**src/rtl/walk_sched_if.sv**
```systemverilog
// rtl/walk_sched_if.sv - Wishbone bus between walk_sched and the LED-walker peripheral
interface walk_sched_if;
    logic        o_cyc;
    logic        o_stb;
    logic        o_we;
    logic        o_addr;
    logic [31:0] o_data;
    logic        i_stall;
    logic        i_ack;
    logic [31:0] i_data;

    modport master (
        output o_cyc, o_stb, o_we, o_addr, o_data,
        input  i_stall, i_ack, i_data
    );

    modport slave (
        input  o_cyc, o_stb, o_we, o_addr, o_data,
        output i_stall, i_ack, i_data
    );
endinterface

```
**src/rtl/walk_sched.sv**
```systemverilog
// rtl/walk_sched.sv - round-robin Wishbone scheduler sharing one LED walker; optional status polling under WALK_SCHED_POLL_EN
module walk_sched #(
    parameter int NREQ    = 4,
    parameter int CW      = 3,
    parameter int TIMEOUT = 64
) (
    input  logic            i_clk,
    input  logic            i_reset,
    input  logic [NREQ-1:0] i_req,
    walk_sched_if.master    wb,
    output logic            o_busy,
    output logic [2:0]      o_grant,
    output logic [NREQ-1:0] o_overflow,
    output logic            o_err
);

    localparam int TW = (TIMEOUT > 2) ? $clog2(TIMEOUT) : 1;
    localparam logic [CW-1:0] CMAX = '1;

    typedef enum logic [2:0] {
        S_IDLE, S_WR, S_WACK, S_RD, S_RACK, S_DONE
    } state_t;

    state_t          state_q;
    logic            cyc_q, stb_q, we_q, busy_q, err_q;
    logic [31:0]     data_q;
    logic [2:0]      grant_q, ptr_q;
    logic [TW-1:0]   tmo_q;
    logic [CW-1:0]   cnt_q [NREQ];
    logic [NREQ-1:0] ovf_q;

    logic            pick_valid;
    logic [2:0]      pick_id;
    logic            tmo_hit;

    assign tmo_hit = (tmo_q == TW'(TIMEOUT - 1));

    // Round-robin pick: first nonzero counter at or after ptr_q, wrapping
    always_comb begin
        pick_valid = 1'b0;
        pick_id    = 3'd0;
        for (int i = NREQ - 1; i >= 0; i--) begin
            for (int k = 0; k < NREQ; k++) begin
                if ((k == ((int'(ptr_q) + i) % NREQ)) && (cnt_q[k] != '0)) begin
                    pick_valid = 1'b1;
                    pick_id    = 3'(k);
                end
            end
        end
    end

    // Pending counters: saturating increment on request, decrement when a grant finishes
    always_ff @(posedge i_clk) begin
        if (i_reset) begin
            for (int k = 0; k < NREQ; k++) cnt_q[k] <= '0;
            ovf_q <= '0;
        end else begin
            for (int k = 0; k < NREQ; k++) begin
                if (i_req[k] && !((state_q == S_DONE) && (grant_q == 3'(k)))) begin
                    if (cnt_q[k] == CMAX) ovf_q[k] <= 1'b1;
                    else                  cnt_q[k] <= cnt_q[k] + CW'(1);
                end else if (!i_req[k] && (state_q == S_DONE) && (grant_q == 3'(k))) begin
                    if (cnt_q[k] != '0) cnt_q[k] <= cnt_q[k] - CW'(1);
                end
            end
        end
    end

    // Bus master FSM; a timeout aborts the transaction but still consumes the request
    always_ff @(posedge i_clk) begin
        if (i_reset) begin
            state_q <= S_IDLE;
            cyc_q   <= 1'b0;
            stb_q   <= 1'b0;
            we_q    <= 1'b0;
            data_q  <= '0;
            grant_q <= 3'd0;
            ptr_q   <= 3'd0;
            busy_q  <= 1'b0;
            err_q   <= 1'b0;
            tmo_q   <= '0;
        end else begin
            case (state_q)
                S_IDLE: begin
                    if (pick_valid) begin
                        state_q <= S_WR;
                        cyc_q   <= 1'b1;
                        stb_q   <= 1'b1;
                        we_q    <= 1'b1;
                        data_q  <= {29'd0, pick_id};
                        grant_q <= pick_id;
                        busy_q  <= 1'b1;
                        tmo_q   <= '0;
                    end
                end
                S_WR: begin
                    if (tmo_hit) begin
                        cyc_q   <= 1'b0;
                        stb_q   <= 1'b0;
                        err_q   <= 1'b1;
                        state_q <= S_DONE;
                    end else begin
                        tmo_q <= tmo_q + TW'(1);
                        if (!wb.i_stall) begin
                            stb_q   <= 1'b0;
                            state_q <= S_WACK;
                        end
                    end
                end
                S_WACK: begin
                    if (wb.i_ack) begin
                        cyc_q <= 1'b0;
`ifdef WALK_SCHED_POLL_EN
                        state_q <= S_RD;
`else
                        state_q <= S_DONE;
`endif
                    end else if (tmo_hit) begin
                        cyc_q   <= 1'b0;
                        err_q   <= 1'b1;
                        state_q <= S_DONE;
                    end else begin
                        tmo_q <= tmo_q + TW'(1);
                    end
                end
`ifdef WALK_SCHED_POLL_EN
                S_RD: begin
                    // first RD cycle is the idle gap with cyc low; the read starts after it
                    if (!cyc_q) begin
                        cyc_q <= 1'b1;
                        stb_q <= 1'b1;
                        we_q  <= 1'b0;
                        tmo_q <= '0;
                    end else if (tmo_hit) begin
                        cyc_q   <= 1'b0;
                        stb_q   <= 1'b0;
                        err_q   <= 1'b1;
                        state_q <= S_DONE;
                    end else begin
                        tmo_q <= tmo_q + TW'(1);
                        if (!wb.i_stall) begin
                            stb_q   <= 1'b0;
                            state_q <= S_RACK;
                        end
                    end
                end
                S_RACK: begin
                    if (wb.i_ack) begin
                        cyc_q   <= 1'b0;
                        state_q <= (wb.i_data[3:0] == 4'd0) ? S_DONE : S_RD;
                    end else if (tmo_hit) begin
                        cyc_q   <= 1'b0;
                        err_q   <= 1'b1;
                        state_q <= S_DONE;
                    end else begin
                        tmo_q <= tmo_q + TW'(1);
                    end
                end
`endif
                S_DONE: begin
                    state_q <= S_IDLE;
                    busy_q  <= 1'b0;
                    ptr_q   <= (grant_q == 3'(NREQ - 1)) ? 3'd0 : grant_q + 3'd1;
                end
                default: begin
                    state_q <= S_IDLE;
                    cyc_q   <= 1'b0;
                    stb_q   <= 1'b0;
                    busy_q  <= 1'b0;
                end
            endcase
        end
    end

`ifdef WALK_SCHED_POLL_EN
    logic unused_rdata;
    assign unused_rdata = ^wb.i_data[31:4];
`else
    logic unused_rdata;
    assign unused_rdata = ^wb.i_data;
`endif

    assign wb.o_cyc    = cyc_q;
    assign wb.o_stb    = stb_q;
    assign wb.o_we     = we_q;
    assign wb.o_addr   = 1'b0;
    assign wb.o_data   = data_q;
    assign o_busy      = busy_q;
    assign o_grant     = grant_q;
    assign o_overflow  = ovf_q;
    assign o_err       = err_q;

    a_stb_cyc: assert property (@(posedge i_clk) disable iff (i_reset) wb.o_stb |-> wb.o_cyc);
    a_state_legal: assert property (@(posedge i_clk) disable iff (i_reset)
        state_q inside {S_IDLE, S_WR, S_WACK, S_RD, S_RACK, S_DONE});
    a_stall_stable: assert property (@(posedge i_clk) disable iff (i_reset)
        (wb.o_stb && wb.i_stall && !tmo_hit) |=> (wb.o_stb && $stable(wb.o_we) && $stable(wb.o_data)));

endmodule
```
**src/flat_wrapper.sv**
```systemverilog
// flat-port wrapper written by rule: the top's interface ports become plain ports
module walk_sched_flat 
#(
    parameter int NREQ    = 4,
    parameter int CW      = 3,
    parameter int TIMEOUT = 64
)
  (i_clk, i_reset, i_req, o_busy, o_grant, o_overflow, o_err, wb_o_cyc, wb_o_stb, wb_o_we, wb_o_addr, wb_o_data, wb_i_stall, wb_i_ack, wb_i_data);
  walk_sched_if wb_i ();
  input  logic i_clk;
  input  logic i_reset;
  input  logic [NREQ-1:0] i_req;
  output logic o_busy;
  output logic [2:0] o_grant;
  output logic [NREQ-1:0] o_overflow;
  output logic o_err;
  output wire logic [$bits(wb_i.o_cyc)-1:0] wb_o_cyc;
  output wire logic [$bits(wb_i.o_stb)-1:0] wb_o_stb;
  output wire logic [$bits(wb_i.o_we)-1:0] wb_o_we;
  output wire logic [$bits(wb_i.o_addr)-1:0] wb_o_addr;
  output wire logic [$bits(wb_i.o_data)-1:0] wb_o_data;
  input wire logic [$bits(wb_i.i_stall)-1:0] wb_i_stall;
  input wire logic [$bits(wb_i.i_ack)-1:0] wb_i_ack;
  input wire logic [$bits(wb_i.i_data)-1:0] wb_i_data;
  assign wb_o_cyc = wb_i.o_cyc;
  assign wb_o_stb = wb_i.o_stb;
  assign wb_o_we = wb_i.o_we;
  assign wb_o_addr = wb_i.o_addr;
  assign wb_o_data = wb_i.o_data;
  assign wb_i.i_stall = wb_i_stall;
  assign wb_i.i_ack = wb_i_ack;
  assign wb_i.i_data = wb_i_data;
  walk_sched #(.NREQ(NREQ), .CW(CW), .TIMEOUT(TIMEOUT)) u_core (.i_clk(i_clk), .i_reset(i_reset), .i_req(i_req), .wb(wb_i), .o_busy(o_busy), .o_grant(o_grant), .o_overflow(o_overflow), .o_err(o_err));
endmodule
```
**config.mk**
```make
export PLATFORM = sky130hd
export DESIGN_NAME = walk_sched_flat
export DESIGN_NICKNAME = d
export VERILOG_FILES = /design/src/rtl/walk_sched_if.sv /design/src/rtl/walk_sched.sv /design/src/flat_wrapper.sv
export SDC_FILE = /design/constraint.sdc
export NUM_CORES = 1
export LEC_CHECK = 0
export ABC_CLOCK_PERIOD_IN_PS = 5300
export BUFFER_PORTS_ARGS = -buffer_cell sky130_fd_sc_hd__buf_2
export CAP_MARGIN = 20
export CELL_PAD_IN_SITES_DETAIL_PLACEMENT = 0
export CELL_PAD_IN_SITES_GLOBAL_PLACEMENT = 1
export CORE_ASPECT_RATIO = 0.75
export CORE_MARGIN = 2
export CORE_UTILIZATION = 25
export CTS_BUF_LIST = sky130_fd_sc_hd__clkbuf_8
export DETAILED_ROUTE_END_ITERATION = 16
export PLACE_DENSITY_LB_ADDON = 0.1
export SLEW_MARGIN = 20
export SYNTH_ARGS = -nofsm -noshare
export SYNTH_HDL_FRONTEND = slang
export SYNTH_SLANG_ARGS = --single-unit
```
**constraint.sdc**
```tcl
create_clock -name i_clk -period 5.3 [get_ports i_clk]
set_input_delay 0.53 -clock i_clk [delete_from_list [all_inputs] [get_ports i_clk]]
set_output_delay 0.53 -clock i_clk [all_outputs]
set_load 0.005 [all_outputs]
```
==> results of run 1 <==
flip-flops by register name (all words and copies together) (netlist names):
register,count
u_core.cnt_q,12
u_core.wb.o_stb,1
u_core.o_err,1
u_core.ptr_q,2
u_core.wb.o_we,1
u_core.o_grant,2
u_core.state_q,3
u_core.o_overflow,4
u_core.wb.o_cyc,1
u_core.o_busy,1
u_core.tmo_q,6
Yosys cell counts, drive strengths merged, types with 3 or more instances:
library cell	instances	area share (%)
xnor2	5	1.9
a21oi	7	1.6
buf	37	12
clkbuf	4	0.66
nor4b	3	1.2
a21o	4	1.3
dfxtp	22	19
nor3	10	3.2
a31oi	6	1.7
mux2	3	1.5
nand2	21	3.5
edfxtp	12	16
ha	9	5.0
fa	3	2.7
or3	5	1.4
o21ai	12	2.7
nand2b	3	0.83
nor2	34	5.8
nand3b	4	1.3
nand3	13	2.9
and3	6	1.7
inv	14	2.3
worst max-delay path: cells and delay by family (launching register included):
kind,cells,cell delay (ps)
flip-flops,1,470
AND/OR/NAND/NOR,5,1010
multiplexers,1,350
XOR/XNOR,1,150
adder cells (fa/ha/maj),1,460
power by group:
group          internal (mW)  switching (mW)  leakage (nW)
clock network          0.103           0.107        0.0524
registers              0.288          0.0201         0.308
logic                 0.0432          0.0650         0.651
layout by cell type, fill, tap and decap left out, drive strengths merged, types with 4 or more instances in the layout:
cell | Yosys | layout
nor2 | 34 | 34
conb | 1 | 32
dfxtp | 22 | 22
nand2 | 21 | 21
buf | 37 | 20
inv | 14 | 15
nand3 | 13 | 13
edfxtp | 12 | 12
o21ai | 12 | 12
nor3 | 10 | 10
ha | 9 | 9
a21oi | 7 | 7
a31oi | 6 | 6
and3 | 6 | 6
clkbuf | 4 | 6
xnor2 | 5 | 5
or3 | 5 | 5
nand3b | 4 | 4
a21o | 4 | 4
cell families (layout without fill, tap and decap cells):
kind of cell	after synthesis	after routing
xor gates and xnor gates	5	5
DFF	34	34
muxes	5	5
other	1	32
adders and majority gates	12	12
AOI/OAI and AO/OA	42	42
and+or+nand+nor	108	108
buffers and inverters	55	42
through the flow:
| stage | power, mW | setup WS (ps) | hold slack (ps) | area (um2) | utilization (%) |
|---|---|---|---|---|---|
| finish | 0.626 | 2700 | 469 | 2420 | 27.1 |
| floorplan | 0.407 | 3070 | 441 | 2380 | - |
| CTS | 0.636 | 2690 | 474 | 2420 | 27.1 |
| global placement | 0.425 | 2580 | 452 | 2330 | 26.1 |
| global route | 0.662 | 2470 | 491 | 2420 | 27.1 |
| detailed placement | 0.423 | 2590 | 460 | 2330 | 26.1 |
worst max-delay path by stage:
stage                                  from            endpoint  slack, ps
final                     u_core.state_q[0]  u_core.cnt_q[0][8]       2700
after global routing      u_core.state_q[0]  u_core.cnt_q[0][8]       2470
after detailed placement            i_reset  u_core.cnt_q[0][8]       2590
after global placement              i_reset  u_core.cnt_q[0][2]       2580
after floorplan           u_core.state_q[2]  u_core.cnt_q[0][8]       3070
after CTS                 u_core.state_q[0]  u_core.cnt_q[0][8]       2690
layer usage:
metal | up-vias | track usage, % | share of wire (%)
met2 | 47 | 15.2 | 37
li1 | 883 | - | -
met1 | 804 | 17.5 | 56
met5 | - | 0 | 0
met3 | 7 | 2.87 | 5.6
met4 | 0 | 3.66 | 1.2
area by class of cell:
class | instances | area, um2
sequential | 34 | 801
multi-input combinational | 204 | 1230
tap | 112 | 140
fill | 1005 | 6510
clock inverter | 2 | 8.76
timing repair buffer | 20 | 100
clock buffer | 6 | 82.6
inverter | 14 | 52.6
==> flow_summary.ini, run 1 <==
[status]
run_status = completed

[clock_tree]
clkSinkCount = 34
setup_fix_buffers_added_after_clock_tree_synthesis = 0
root_buffer = clkbuf_8
clkTransAtPathRegs_ps = 80
htree_levels = 2
cts-buffers-inserted = 5
clockBufferDepth = 2
cts_tree = done
worstSkewPairLatency_ps = 290
cts_hold_buf = 0
cts-resized-gates = 0

[global_routing]
grt_pass1_wl_um = 8600
grt.total_usage_pct = 11.4
grt_antenna_before_repair = 0
gr-total-overflow = 0
vias_in_the_first_global_route = 1602
grt_max_degree = 29

[timing]
min_period_over_period_pct = 49.0
final-hold-violation-count = 0
totalNegativeSetupSlack_ps = 0
achievable-frequency_ghz = 0.385
finalClockSkew_ps = 5.41
period_needed_ps = 2600
finalSetupViolations = 0
worst_margin_pin_slew_ps = 647
timing.slew.headroom_pct = 56.8
drv_slew = 0
unrepaired_setup_endpoints_after_global_routing = no

[synth]
post_synth_instance_area_um2 = 2260
post_synth_and_or_nand_nor_area_fraction_pct = 24.6
ys.flop_type = dfxtp_1
syn_inst = 262
synth_compound_gate_area_share_pct = 12.8
synth_mux_area_share_pct = 2.38
syn-mean-instance-area_um2 = 8.62
synth-warning-count = 0
synth.ff_latch_count = 34
synth.yosys.seq_area_share_pct = 35.4
synth-xor-area-share_pct = 1.94
ys_types = 47
synth_adder_area_share_pct = 7.64
synth_top_family_by_area = simple AND/OR/NAND/NOR gates
synth_enable_flop_cells = 12
synth_async_sr_flop_share_pct = 0

[pwr]
ir_worst_vdd_mv = 0.0937
power-per-cell-area_nw_per_um2 = 259
p_leak_nw = 1.01

[placement]
place.gp.congestion = 0.696
hpwl_um = 3790
placedCellCount = 384
io_buffers = 20

[finish]
final-instance-count-excl-fill = 392
final_nets = 331
post_route_cells_drive_above_1_share_pct = 13.2
layout_overhead_on_the_synthesized_area_pct = 7.09
n_antenna_cell = 0

[die]
chipWidth_um = 114
initial_cell_density_of_the_core_pct = 25.3
core_um2 = 8930
height_of_the_die_um = 86.3
die_area_um2 = 9820
floorplan.rows = 30
boundaryPins = 85

[routing]
wl_per_cell_um = 13.5
via_count = 1741
avgViaCountPerCell = 4.44
detail_route.drc_violations = 0
drt_wl_total_um = 5280
drt_first_pass_iters = 4
detail_route.iter0.violations = 71
ant_nets = 0

[worst_setup_path]
critical_path_class = flip-flop to flip-flop
critPathSlowestCell = dfxtp_1
critical_path.most_common_cell = nor2_1
r2r_cells = 8
timing.critical_path.required_ps = 5450
startpoint_type_of_the_worst_setup_path = flip-flop
crit_path_max_incr_delay_ps = 470
crit_fanout = 9
origin_of_the_critical_flop_to_flop_path = u_core.state_q[0]
crit_arrival_ps = 2750
crit_path_end_kind = flip-flop
r2r_slack_ps = 2700
rr_endpoint = u_core.cnt_q[0][8]
crit_path_cell_trace = nor2b_1 -> nand2_1 -> nor2_1 -> nand3_1 -> fa_1 -> xnor2_1 -> mux2_2 -> nor2_1

[min_path]
whs_endpoint = u_core.o_overflow[0]
worstHoldStart = u_core.o_overflow[0]
holdCritPathClass = flip-flop to flip-flop
hold-path-cell-count = 2

[job]
cap_viol_max_count = 0
(Power assumes the default switching activity.)
==> inputs of run 2 (changes only) <==
--- a/config.mk
+++ b/config.mk
@@ -5,7 +5,7 @@
 export SDC_FILE = /design/constraint.sdc
 export NUM_CORES = 1
 export LEC_CHECK = 0
-export ABC_CLOCK_PERIOD_IN_PS = 5300
+export ABC_CLOCK_PERIOD_IN_PS = 2260
 export BUFFER_PORTS_ARGS = -buffer_cell sky130_fd_sc_hd__buf_2
 export CAP_MARGIN = 20
 export CELL_PAD_IN_SITES_DETAIL_PLACEMENT = 0
==> constraint.sdc (replaced) <==
create_clock -name i_clk -period 2.26 [get_ports i_clk]
set_input_delay 0.226 -clock i_clk [delete_from_list [all_inputs] [get_ports i_clk]]
set_output_delay 0.226 -clock i_clk [all_outputs]
set_load 0.005 [all_outputs]
==> run 2 against run 1 <==
  * Flip-flop and latch count did not move
  * Final area up 5.7%
  * Register-to-register slack got worse by 2500 ps
  * Wire length increased by 2.6%
  * Cell count up 4.3%
  * Count of clock-buffer cells in the layout down 1
  * Worst hold slack worse by 260 ps
  * Non-clock buffer count grew 17
  * Die area unchanged
  * Critical path type unchanged
  * Largest power group unchanged
  * Highest routed layer unchanged
==> flow_summary.ini, run 2 (same netlist as run 1, synthesis figures left out) <==
[status]
run_status = completed

[global_routing]
grt_antenna_before_repair = 0
gr-usage-met1_pct = 17.8
grt_pass1_wl_um = 8650
grt.total_usage_pct = 11.5
globalRouteMet3Util_pct = 2.80
global_route.usage.met2_pct = 15.4
grt_max_degree = 28
gr-total-overflow = 0
vias_in_the_first_global_route = 1586
global_route_hottest_layer = met1

[worst_setup_path]
critPathSlowestCell = fa_1
crit_arrival_ps = 2250
number_of_cells_on_the_critical_path = 9
crit_path_end_kind = flip-flop
r2r_cells = 9
startpoint_type_of_the_worst_setup_path = flip-flop
crit_family = simple AND/OR/NAND/NOR gates
crit_path_cell_trace = nor2b_4 -> nand2_2 -> nor2_4 -> buf_4 -> nand3_1 -> fa_1 -> xnor2_1 -> mux2_2 -> nor2_2
critical_path.n_buffers_inverters = 1
critical_path_class = flip-flop to flip-flop
timing.critical_path.required_ps = 2410
crit_path_max_incr_delay_ps = 440
crit_fanout = 3

[routing]
detail_route.iter0.violations = 95
avgViaCountPerCell = 4.38
ant_nets = 0
drt_first_pass_iters = 4
detail_route.drc_violations = 0
via_count = 1790
wl_per_cell_um = 13.2
drt_wl_total_um = 5410

[clock_tree]
cts-buffers-inserted = 5
cts_hold_buf = 0
htree_levels = 2
cts_tree = done
clkSinkCount = 34
setup_fix_buffers_added_after_clock_tree_synthesis = 0
worstSkewPairLatency_ps = 280
root_buffer = clkbuf_8
clockBufferDepth = 2
clkTransAtPathRegs_ps = 80

[finish]
commonest_non_fill_non_tap_cells_in_the_layout = conb_1 (32), nor2_1 (31), dfxtp_1 (21)
max_flop_register = u_core.cnt_q
n_antenna_cell = 0
largest_register_ffs = 12
final_common_cell = conb_1
final_core_utilization_pct = 28.6
post_route_cells_drive_above_1_share_pct = 19.5
layout_overhead_on_the_synthesized_area_pct = 13.2
final-instance-count-excl-fill = 409
final_nets = 348

[timing]
achievable-frequency_ghz = 0.476
min_period_over_period_pct = 92.9
totalNegativeSetupSlack_ps = 0
finalSetupViolations = 0
final-hold-violation-count = 0
period_needed_ps = 2100
final.hold.worst_slack_ps = 210
finalClockSkew_ps = 5.43
drv_slew = 0
unrepaired_setup_endpoints_after_global_routing = no

[die]
core_um2 = 8930
boundaryPins = 85
die_area_um2 = 9820
height_of_the_die_um = 86.3
floorplan.rows = 30
initial_cell_density_of_the_core_pct = 25.3
chipWidth_um = 114

[job]
cap_viol_max_count = 0

[pwr]
p_leak_nw = 1.10
power-per-cell-area_nw_per_um2 = 571
ir_worst_vdd_mv = 0.225

[placement]
io_buffers = 20
place.gp.congestion = 0.730
placedCellCount = 401
hpwl_um = 4070

[min_path]
holdCritPathClass = input port to flip-flop
hold-path-cell-count = 3
## run 2: cell types whose count changed in the layout (fill, tap and decap cells not counted), sizes merged
cell / previous run / this run
buf: 20 / 37
clkinv: 1 / 2
clkbuf: 6 / 5
## run 2: worst paths after layout
path	start	to	slack [ps]
setup / recovery	u_core.state_q[0]	u_core.cnt_q[0][2]	160
hold / removal	i_req[0]	u_core.o_overflow[0]	210
setup reg to reg	u_core.state_q[0]	u_core.cnt_q[0][2]	160
hold reg to reg	u_core.tmo_q[1]	u_core.tmo_q[1]	460
## run 2: what timing repair did
action | 4_1_cts | 5_1_grt
gates resized for setup | 1 | 6
endpoints found under the setup margin | 2 | 3
cloned | 0 | 0
pin swaps | 0 | 2
## run 2: metal layers
layer / routed length (um) / vias up
met3: 251 / 2
met2: 2060 / 47
met5: 0 / -
met4: 36 / 0
li1: - / 912
met1: 3060 / 829
## run 2: area by class of cell
type / count / area, um2
clock buffer: 5 / 68.8
clock inverter: 3 / 12.5
fill: 984 / 6370
inverter: 14 / 52.6
multi-input combinational: 204 / 1250
sequential: 34 / 802
tap: 112 / 140
timing repair buffer: 37 / 228
## run 2: power breakdown
| group | total, mW | internal, mW | switching, mW |
|---|---|---|---|
| Clock | 0.443 | 0.208 | 0.235 |
| Sequential | 0.709 | 0.675 | 0.0341 |
| Combinational | 0.308 | 0.132 | 0.176 |
## run 2: worst reg2reg max path, cell delays in order (launching register included)
cell and delay [ps]:
dfxtp_2 330, nor2b_4 150, nand2_2 90, nor2_4 130, buf_4 130, nand3_1 100, fa_1 440, xnor2_1 170
mux2_2 360, nor2_2 70
## run 2: metrics by stage
stage | total power, mW | cell area, um2 | worst slack, ps
after detailed placement | 1.03 | 2460 | 7.70
final | 1.46 | 2560 | 161
after floorplan | 0.955 | 2380 | 30.9
after global placement | 1.03 | 2460 | 2.41
after CTS | 1.49 | 2540 | 22.6
after global routing | 1.56 | 2560 | 26.3
==> inputs of run 3 (changes only) <==
--- a/config.mk
+++ b/config.mk
@@ -6,7 +6,7 @@
 export NUM_CORES = 1
 export LEC_CHECK = 0
 export ABC_CLOCK_PERIOD_IN_PS = 2260
-export BUFFER_PORTS_ARGS = -buffer_cell sky130_fd_sc_hd__buf_2
+export BUFFER_PORTS_ARGS = -buffer_cell sky130_fd_sc_hd__buf_4
 export CAP_MARGIN = 20
 export CELL_PAD_IN_SITES_DETAIL_PLACEMENT = 0
 export CELL_PAD_IN_SITES_GLOBAL_PLACEMENT = 1
@@ -14,8 +14,10 @@
 export CORE_MARGIN = 2
 export CORE_UTILIZATION = 25
 export CTS_BUF_LIST = sky130_fd_sc_hd__clkbuf_8
+export CTS_CLUSTER_DIAMETER = 50
 export DETAILED_ROUTE_END_ITERATION = 16
 export PLACE_DENSITY_LB_ADDON = 0.1
+export RECOVER_POWER = 25
 export SLEW_MARGIN = 20
 export SYNTH_ARGS = -nofsm -noshare
 export SYNTH_HDL_FRONTEND = slang
==> run 3 against run 2 <==
  * Flip-flop and latch count unchanged
  * Count of clock-buffer cells in the layout unchanged
  * Clock power increased by 56%
  * First-iteration DRC count increased by 22%
  * Via count decreased by 0.28%
  * Final area increased by 4.3%
  * Cell count unchanged
  * Total power increased by 18%
  * Critical path type unchanged
  * Worst hold slack got worse by 22 ps
==> flow_summary.ini, run 3 (same netlist as run 1, synthesis figures left out) <==
[clock_tree]
worstSkewPairLatency_ps = 290
clkSinkCount = 34
clockBufferDepth = 2
root_buffer = clkbuf_8
cts_tree = done
htree_levels = 2
clkTransAtPathRegs_ps = 80
cts-buffers-inserted = 5

[die]
die_area_um2 = 9820
chipWidth_um = 114
boundaryPins = 85
floorplan.rows = 30
initial_cell_density_of_the_core_pct = 25.3
core_um2 = 8930
height_of_the_die_um = 86.3

[timing]
min_period_over_period_pct = 92.0
drv_slew = 0
finalSetupViolations = 0
achievable-frequency_ghz = 0.481
setup_slack_ps = 180
unrepaired_setup_endpoints_after_global_routing = no
totalNegativeSetupSlack_ps = 0
final-hold-violation-count = 0
period_needed_ps = 2080
final.hold.worst_slack_ps = 188
finalClockSkew_ps = 8.02

[worst_setup_path]
crit_path_end_kind = flip-flop
critPathSlowestCell = fa_2
crit_path_cell_trace = nor2b_4 -> nand2_1 -> nor2_2 -> buf_4 -> nand3_1 -> fa_2 -> xnor2_1 -> mux2_2 -> nor2_1
crit_arrival_ps = 2240
crit_family = simple AND/OR/NAND/NOR gates
crit_fanout = 2
critical_path.n_buffers_inverters = 1
timing.critical_path.required_ps = 2420
critical_path_class = flip-flop to flip-flop
startpoint_type_of_the_worst_setup_path = flip-flop
crit_path_max_incr_delay_ps = 400

[global_routing]
grt.total_usage_pct = 11.7
grt_antenna_before_repair = 0
grt_max_degree = 28
gr-total-overflow = 0
vias_in_the_first_global_route = 1724
grt_pass1_wl_um = 8910

[placement]
place.gp.congestion = 0.714
io_buffers = 20
hpwl_um = 4040
pre_cts_ws_ps = 25.3
placement.cell_area_um2 = 2510
placedCellCount = 401

[status]
run_status = completed

[pwr]
ir_worst_vdd_mv = 0.213
p_leak_nw = 1.12
final_total_pwr_mw = 1.72
power-per-cell-area_nw_per_um2 = 645

[finish]
multiInputGateArea_um2 = 1270
n_antenna_cell = 0
layout_overhead_on_the_synthesized_area_pct = 18.1
nFillCells = 968
final_core_utilization_pct = 29.9
final_nets = 348
largest_register_ffs = 12
design_area_um2 = 2670
max_flop_register = u_core.cnt_q
commonest_non_fill_non_tap_cells_in_the_layout = nor2_1 (32), conb_1 (32), buf_4 (24)
seqCellArea_um2 = 801
final-instance-count-excl-fill = 409
post_route_cells_drive_above_1_share_pct = 20.2

[routing]
wl_per_cell_um = 13.2
detail_route.iter0.violations = 116
ant_nets = 0
avgViaCountPerCell = 4.36
via_count = 1785
detail_route.drc_violations = 0
drt_first_pass_iters = 4
drt_wl_total_um = 5400

[job]
cap_viol_max_count = 0

[min_path]
holdCritPathClass = input port to flip-flop
run 3: cell count changes in the layout (fill, tap and decap cells not counted), sizes merged:
| cell | before | now |
|---|---|---|
| buf | 37 | 24 |
| clkbuf | 5 | 18 |
| bufinv | 0 | 2 |
| clkinv | 2 | 1 |
| inv | 15 | 14 |
run 3: metal layers:
layer  part of all wire [%]  wire [um]  up-vias  track usage [%]
met5                      0          0        -                0
met3                    4.7        253        5             2.66
li1                       -          -      913                -
met4                   0.94         51        0             3.44
met2                     39       2130       45             15.9
met1                     55       2970      822             18.0
run 3: power breakdown:
group	switching, mW	internal [mW]	total, mW
combinational	0.175	0.144	0.320
sequential	0.0359	0.675	0.711
clock	0.252	0.437	0.689
total	0.463	1.26	1.72
run 3: worst reg2reg max path: cells and delay by family (launching register included):
kind,cells,cell delay (ps)
AND/OR/NAND/NOR,5,600
adder cells (fa/ha/maj),1,400
flip-flops,1,340
multiplexers,1,340
XOR/XNOR,1,160
buffers and inverters,1,120
run 3: area by class of cell:
type	count	area share (%)
inverters	14	1.97
clock buffers	5	2.58
multi-input cells	204	47.5
well taps	112	5.25
repair buffers	37	10.3
clock inverters	3	2.39
flip-flops and latches	34	30.0
run 3: timing repair:
item | in CTS | in global routing
hold buffers | 0 | 0
setup buffers | 0 | 0
setup endpoints to repair | 1 | 3
resized for setup | 1 | 7
pin swaps | 0 | 3
run 3: worst paths after layout:
path,startpoint,endpoint,slack [ps],cells past startpoint
worst min register to register,u_core.tmo_q[1],u_core.tmo_q[1],470,2
worst max register to register,u_core.state_q[0],u_core.cnt_q[0][8],180,9
worst max-delay path,u_core.state_q[0],u_core.cnt_q[0][8],180,9
worst min-delay path,i_req[2],u_core.o_overflow[2],190,3
